**config.mk**
```make
export PLATFORM = sky130hd
export DESIGN_NAME = flash_access_sequencer
export DESIGN_NICKNAME = d
export VERILOG_FILES = /design/src/rtl/flash_access_sequencer.sv
export SDC_FILE = /design/constraint.sdc
export NUM_CORES = 1
export LEC_CHECK = 0
export BUFFER_PORTS_ARGS = -buffer_cell sky130_fd_sc_hd__buf_2
export CELL_PAD_IN_SITES_DETAIL_PLACEMENT = 0
export CELL_PAD_IN_SITES_GLOBAL_PLACEMENT = 2
export CORE_ASPECT_RATIO = 1.2
export CORE_MARGIN = 2
export CORE_UTILIZATION = 25
export CTS_CLUSTER_SIZE = 12
export DETAILED_ROUTE_END_ITERATION = 10
export PLACE_DENSITY = 0.79
export SETUP_SLACK_MARGIN = 0.5
export SKIP_CTS_REPAIR_TIMING = 1
export SLEW_MARGIN = 10
export SYNTH_ARGS = -nofsm -noshare
export SYNTH_HDL_FRONTEND = slang
export SYNTH_SLANG_ARGS = --single-unit
```
**constraint.sdc**
```tcl
create_clock -name clk -period 2.3 [get_ports clk]
set_input_delay 0.46 -clock clk [delete_from_list [all_inputs] [get_ports clk]]
set_output_delay 0.46 -clock clk [all_outputs]
set_load 0.01 [all_outputs]
```
**src/rtl/flash_access_sequencer.sv**
```systemverilog
// Two-port round-robin sequencer for a single flash array port: grants one command at a
// time, drives a timed READ/PROGRAM/ERASE strobe window and returns one-cycle done pulses.
module flash_access_sequencer #(
  parameter int ADDR_W      = 32,
  parameter int DATA_W      = 32,
  parameter int RD_CYC      = 2,
  parameter int PROG_CYC    = 8,
  parameter int ERASE_CYC   = 64,
  parameter int SECTOR_BITS = 8
) (
  input  logic              clk,
  input  logic              rst,
  input  logic              m0_req,
  input  logic              m0_write,
  input  logic [ADDR_W-1:0] m0_addr,
  input  logic [DATA_W-1:0] m0_wdata,
  output logic              m0_gnt,
  output logic              m0_done,
  output logic [DATA_W-1:0] m0_rdata,
  input  logic              m1_req,
  input  logic              m1_write,
  input  logic              m1_erase,
  input  logic [ADDR_W-1:0] m1_addr,
  input  logic [DATA_W-1:0] m1_wdata,
  output logic              m1_gnt,
  output logic              m1_done,
  output logic [DATA_W-1:0] m1_rdata,
  input  logic              wp,
  output logic              err,
  output logic [ADDR_W-1:0] flash_addr,
  output logic [DATA_W-1:0] flash_wdata,
  input  logic [DATA_W-1:0] flash_rdata,
  output logic              flash_re,
  output logic              flash_we,
  output logic              flash_erase,
  output logic              busy
);

  localparam int MAX_CYC = (ERASE_CYC > PROG_CYC)
                         ? ((ERASE_CYC > RD_CYC) ? ERASE_CYC : RD_CYC)
                         : ((PROG_CYC > RD_CYC) ? PROG_CYC : RD_CYC);
  localparam int CNT_W = (MAX_CYC > 1) ? $clog2(MAX_CYC) : 1;
  localparam logic [CNT_W-1:0] RD_LOAD    = CNT_W'(RD_CYC - 1);
  localparam logic [CNT_W-1:0] PROG_LOAD  = CNT_W'(PROG_CYC - 1);
  localparam logic [CNT_W-1:0] ERASE_LOAD = CNT_W'(ERASE_CYC - 1);
  localparam logic [ADDR_W-1:0] SECTOR_MASK = ADDR_W'((64'd1 << SECTOR_BITS) - 64'd1);

  typedef enum logic [2:0] {IDLE, READ, PROG, ERASE, DONE} state_t;

  state_t            state_q;
  logic [CNT_W-1:0]  cnt_q;
  logic              port_q;
  logic              last_gnt_q;
  logic              blk_q;
  logic              m0_gnt_q, m1_gnt_q, m0_done_q, m1_done_q, err_q;
  logic [DATA_W-1:0] m0_rdata_q, m1_rdata_q;
  logic [ADDR_W-1:0] flash_addr_q;
  logic [DATA_W-1:0] flash_wdata_q;
  logic              flash_re_q, flash_we_q, flash_erase_q;

  // Arbitration and command decode for the port that would be granted this cycle.
  logic              pick1_d;
  logic              erase_d;
  logic              write_d;
  logic              blocked_d;
  logic [ADDR_W-1:0] addr_d;
  logic [DATA_W-1:0] wdata_d;

  assign pick1_d   = m1_req & (~m0_req | ~last_gnt_q);
  assign erase_d   = pick1_d & m1_erase;
  assign write_d   = pick1_d ? m1_write : m0_write;
  assign blocked_d = wp & (erase_d | write_d);
  assign addr_d    = pick1_d ? m1_addr  : m0_addr;
  assign wdata_d   = pick1_d ? m1_wdata : m0_wdata;

  always_ff @(posedge clk) begin
    if (rst) begin
      state_q       <= IDLE;
      cnt_q         <= '0;
      port_q        <= 1'b0;
      last_gnt_q    <= 1'b1;
      blk_q         <= 1'b0;
      m0_gnt_q      <= 1'b0;
      m1_gnt_q      <= 1'b0;
      m0_done_q     <= 1'b0;
      m1_done_q     <= 1'b0;
      err_q         <= 1'b0;
      m0_rdata_q    <= '0;
      m1_rdata_q    <= '0;
      flash_addr_q  <= '0;
      flash_wdata_q <= '0;
      flash_re_q    <= 1'b0;
      flash_we_q    <= 1'b0;
      flash_erase_q <= 1'b0;
    end else begin
      m0_gnt_q  <= 1'b0;
      m1_gnt_q  <= 1'b0;
      m0_done_q <= 1'b0;
      m1_done_q <= 1'b0;
      err_q     <= 1'b0;
      case (state_q)
        IDLE: begin
          if (m0_req || m1_req) begin
            port_q        <= pick1_d;
            m0_gnt_q      <= ~pick1_d;
            m1_gnt_q      <= pick1_d;
            flash_addr_q  <= erase_d ? (addr_d & ~SECTOR_MASK) : addr_d;
            flash_wdata_q <= wdata_d;
            if (blocked_d) begin
              state_q <= DONE;
              blk_q   <= 1'b1;
            end else if (erase_d) begin
              state_q       <= ERASE;
              cnt_q         <= ERASE_LOAD;
              flash_erase_q <= 1'b1;
            end else if (write_d) begin
              state_q    <= PROG;
              cnt_q      <= PROG_LOAD;
              flash_we_q <= 1'b1;
            end else begin
              state_q    <= READ;
              cnt_q      <= RD_LOAD;
              flash_re_q <= 1'b1;
            end
          end
        end
        READ, PROG, ERASE: begin
          if (cnt_q == '0) begin
            state_q       <= DONE;
            flash_re_q    <= 1'b0;
            flash_we_q    <= 1'b0;
            flash_erase_q <= 1'b0;
            m0_done_q     <= ~port_q;
            m1_done_q     <= port_q;
            if (state_q == READ) begin
              if (port_q) m1_rdata_q <= flash_rdata;
              else        m0_rdata_q <= flash_rdata;
            end
          end else begin
            cnt_q <= cnt_q - CNT_W'(1);
          end
        end
        DONE: begin
          // A write-protected command skipped its op window, so its completion is reported here.
          state_q    <= IDLE;
          last_gnt_q <= port_q;
          blk_q      <= 1'b0;
          if (blk_q) begin
            m0_done_q <= ~port_q;
            m1_done_q <= port_q;
            err_q     <= 1'b1;
          end
        end
        default: state_q <= IDLE;
      endcase
    end
  end

  assign m0_gnt      = m0_gnt_q;
  assign m1_gnt      = m1_gnt_q;
  assign m0_done     = m0_done_q;
  assign m1_done     = m1_done_q;
  assign m0_rdata    = m0_rdata_q;
  assign m1_rdata    = m1_rdata_q;
  assign err         = err_q;
  assign flash_addr  = flash_addr_q;
  assign flash_wdata = flash_wdata_q;
  assign flash_re    = flash_re_q;
  assign flash_we    = flash_we_q;
  assign flash_erase = flash_erase_q;
  assign busy        = (state_q != IDLE);

endmodule

```
==> summary.txt <==
Synth Area in Simple Gates -> 25.57%
WL final -> 22.77 mm
met2 routed WL -> 10.80 mm
compound-gate portion of the synthesized area -> 20.93%
Ports -> 305
Mapped Nets -> 930
overall die area -> 26460 um^2
Final HPWL DP -> 15.99 mm
unrepaired setup endpoints after global routing -> yes
largest net degree at the start of global routing -> 63
start of the worst register-to-register path -> cnt_q[0]
Async S/R FF share, synth -> 0%
# placed instances -> 1358
initial drt markers -> 194
prevailing post-synth register cell -> dfxtp_1
Slew Viols, Final -> 0
#FFs+latches synth -> 148
Starting Density -> 25.43%
post-synthesis adder-cell area fraction -> 0.1988%
DP Area -> 8279 um^2
detailed-route DRC error count -> 0
Crit. Startpoint -> cnt_q[0]
CTS tree -> built
main combinational cell family by area after synthesis -> simple AND/OR/NAND/NOR gates
Critical Path RT -> 2.64 ns
WS Path Type -> flip-flop to flip-flop
Int Power -> 5906 uW
final non-filler cell total -> 1396
combinational share of power -> 29.8%
# diodes -> 0
CTS Sinks -> 148
Hold Path Stages -> 3
maximum clock frequency -> 569.3 MHz
initial antenna violation count -> 1
xor and xnor area share after synthesis -> 0%
maximum vdd drop -> 0.4295 mV
setup tns final -> 0 ns
first-pass GRT wire length -> 33.69 mm
Synth Instances -> 761
clk root buf -> clkbuf_16
CP arrival -> 2.09 ns
sequential fraction of the synthesis area -> 47.08%
Final ANT Viol Nets -> 0
GR Overflow Total -> 0
CP Capture Point -> m1_rdata[24]
P&R area growth vs syn -> 43.74%
R2R Path End -> m1_rdata[24]
Total Power -> 8809 uW
via count -> 6379
max cap viols -> 0
crit end category -> flip-flop
Distinct cells, synth -> 46
M1 WL -> 9.453 mm
Final Skew -> 0.007983 ns
CTS Buf Count -> 17
PortBufs -> 304
Worst slew margin -> 53.59%
clk_lat worst skew -> 0.42 ns
commonest non-fill, non-tap cells in the layout -> buf_2, nand2_1, dfxtp_1
gpl congestion -> 0.7851
R2R cell count -> 9
status -> completed
Synth warnings -> 0
routed vias/inst -> 4.569
CP startpoint kind -> flip-flop
count of final setup violators -> 0
Max FO, Critical Path -> 8
Pleak -> 0.004028 uW
mux share of post-synthesis cell area -> 0.6561%
Hold Vio Cnt, Final -> 0
fin area -> 9046 um^2
Hold Crit Class -> input port to flip-flop
minimum clock period -> 1.757 ns
switching part of the total power -> 32.95%
commonest non-fill, non-tap cell in the layout -> buf_2
Worst Max-Slew Pin Slew -> 0.6962 ns
Chip Height -> 177.8 um
FILL cells -> 2660
register share of total power -> 36.3%
Routed wire per std cell -> 16.31 um
r2r setup slk -> 0.54 ns
htree depth -> 4
die span in x -> 148.8 um
Core Rows -> 63
Nets -> 1228
final period utilization -> 76.37%
Cell Area, Synth -> 6294 um^2
vias in the first global route -> 6218
power per cell area -> 973.7 nW/um^2
number of synthesized flops with an enable pin -> 0
Clock power frac -> 33.9%
core outline area -> 24750 um^2
met3 routed WL -> 2.157 mm
layout cells sized above 1 -> 41.08%
Avg Inst Size Synth -> 8.270 um^2
clock slew at reported path FFs -> 0.06 ns
Pre-antenna DRT Iters -> 4
Tot GR Track Use -> 16.25%
DR top layer -> met5
Psw -> 2903 uW
Clock Tree Buf Depth -> 2
[synthesized netlist by cell type (2+ instances only)]
library cell | count | area [um^2]
nor3_1 | 8 | 40.04
nand2_1 | 249 | 934.7
buf_2 | 21 | 105.1
nor2_2 | 2 | 12.51
inv_1 | 2 | 7.510
dfxtp_1 | 148 | 2963
a311oi_1 | 41 | 359.1
nand3b_1 | 8 | 60.06
a211oi_1 | 4 | 30.03
nor2b_1 | 3 | 18.77
mux2i_1 | 3 | 30.03
nor2_1 | 79 | 296.5
a21boi_0 | 2 | 15.01
and3_1 | 4 | 25.02
a21oi_1 | 66 | 330.3
buf_6 | 8 | 90.09
buf_4 | 2 | 15.01
o21ai_0 | 10 | 50.05
o21a_1 | 3 | 22.52
nand2b_1 | 2 | 12.51
clkbuf_1 | 28 | 105.1
nand2_2 | 10 | 62.56
a21oi_2 | 10 | 87.58
a311oi_2 | 24 | 360.4
nor2_4 | 2 | 22.52
or2_2 | 2 | 12.51
[sequential cells by signal, indices dropped and copies added, names as in the netlist, 3 cells and up]
register	flops
cnt_q	6
flash_addr	32
flash_wdata	32
m0_rdata	32
m1_rdata	32
state_q	3
[kinds of logic after synthesis]
group	Yosys count
mux	4
compound gates	166
flops	148
buf+inv	64
simple gates	378
fa+ha+maj	1
[metrics by stage]
step	hold slack [ns]	setup slack (ns)	util, %
3_5_place_dp	0.4411	0.3067	33.45
3_3_place_gp	0.4346	0.2930	33.45
4_1_cts	0.2699	0.2709	35.97
6_report	0.2950	0.5435	36.55
5_1_grt	0.2752	0.4809	36.55
2_1_floorplan	0.4447	0.5258	-
[critical path, cell delays in order, from the launching register on]
cell       delay, ns
dfxtp_2         0.35
inv_2           0.07
ha_4            0.17
nand3_4         0.10
buf_6           0.17
nor4b_4         0.28
buf_6           0.19
clkbuf_16       0.17
nand2_1         0.05
a21oi_1         0.13
[layer usage]
| metal | up-vias | track usage (%) |
|---|---|---|
| met5 | - | 0 |
| met4 | 2 | 4.603 |
| met3 | 23 | 6.581 |
| met2 | 272 | 27.18 |
| met1 | 2898 | 19.22 |
| li1 | 3184 | - |
[power by group through the flow]
stage / logic [uW] / registers [uW] / clock network [uW]
6_report: 2620 / 3200 / 2990
5_1_grt: 2880 / 3250 / 3180
4_1_cts: 2560 / 3190 / 3090
3_5_place_dp: 2550 / 3240 / 0
3_3_place_gp: 2550 / 3230 / 0
2_1_floorplan: 1420 / 3370 / 0
[worst min-delay path by stage]
| stage | from | to | slack (ns) |
|---|---|---|---|
| global route | flash_rdata[3] | m0_rdata[3] | 0.28 |
| floorplan | blk_q | err | 0.44 |
| CTS | flash_rdata[13] | m1_rdata[13] | 0.27 |
| finish | flash_rdata[5] | m1_rdata[5] | 0.29 |
| detailed placement | m0_rdata[15] | m0_rdata[15] | 0.44 |
| global placement | m1_rdata[21] | m1_rdata[21] | 0.43 |
[final cells by class]
class	count	area, um^2	share of cell area [%]
multi-input combinational	550	3029	33.49
sequential	148	2968	32.81
timing repair buffer	339	2008	22.20
clock buffer	19	442.9	4.896
tap	325	406.6	4.495
clock inverter	12	180.2	1.992
inverter	3	11.26	0.1245
Power figures use the tool's default switching activity.
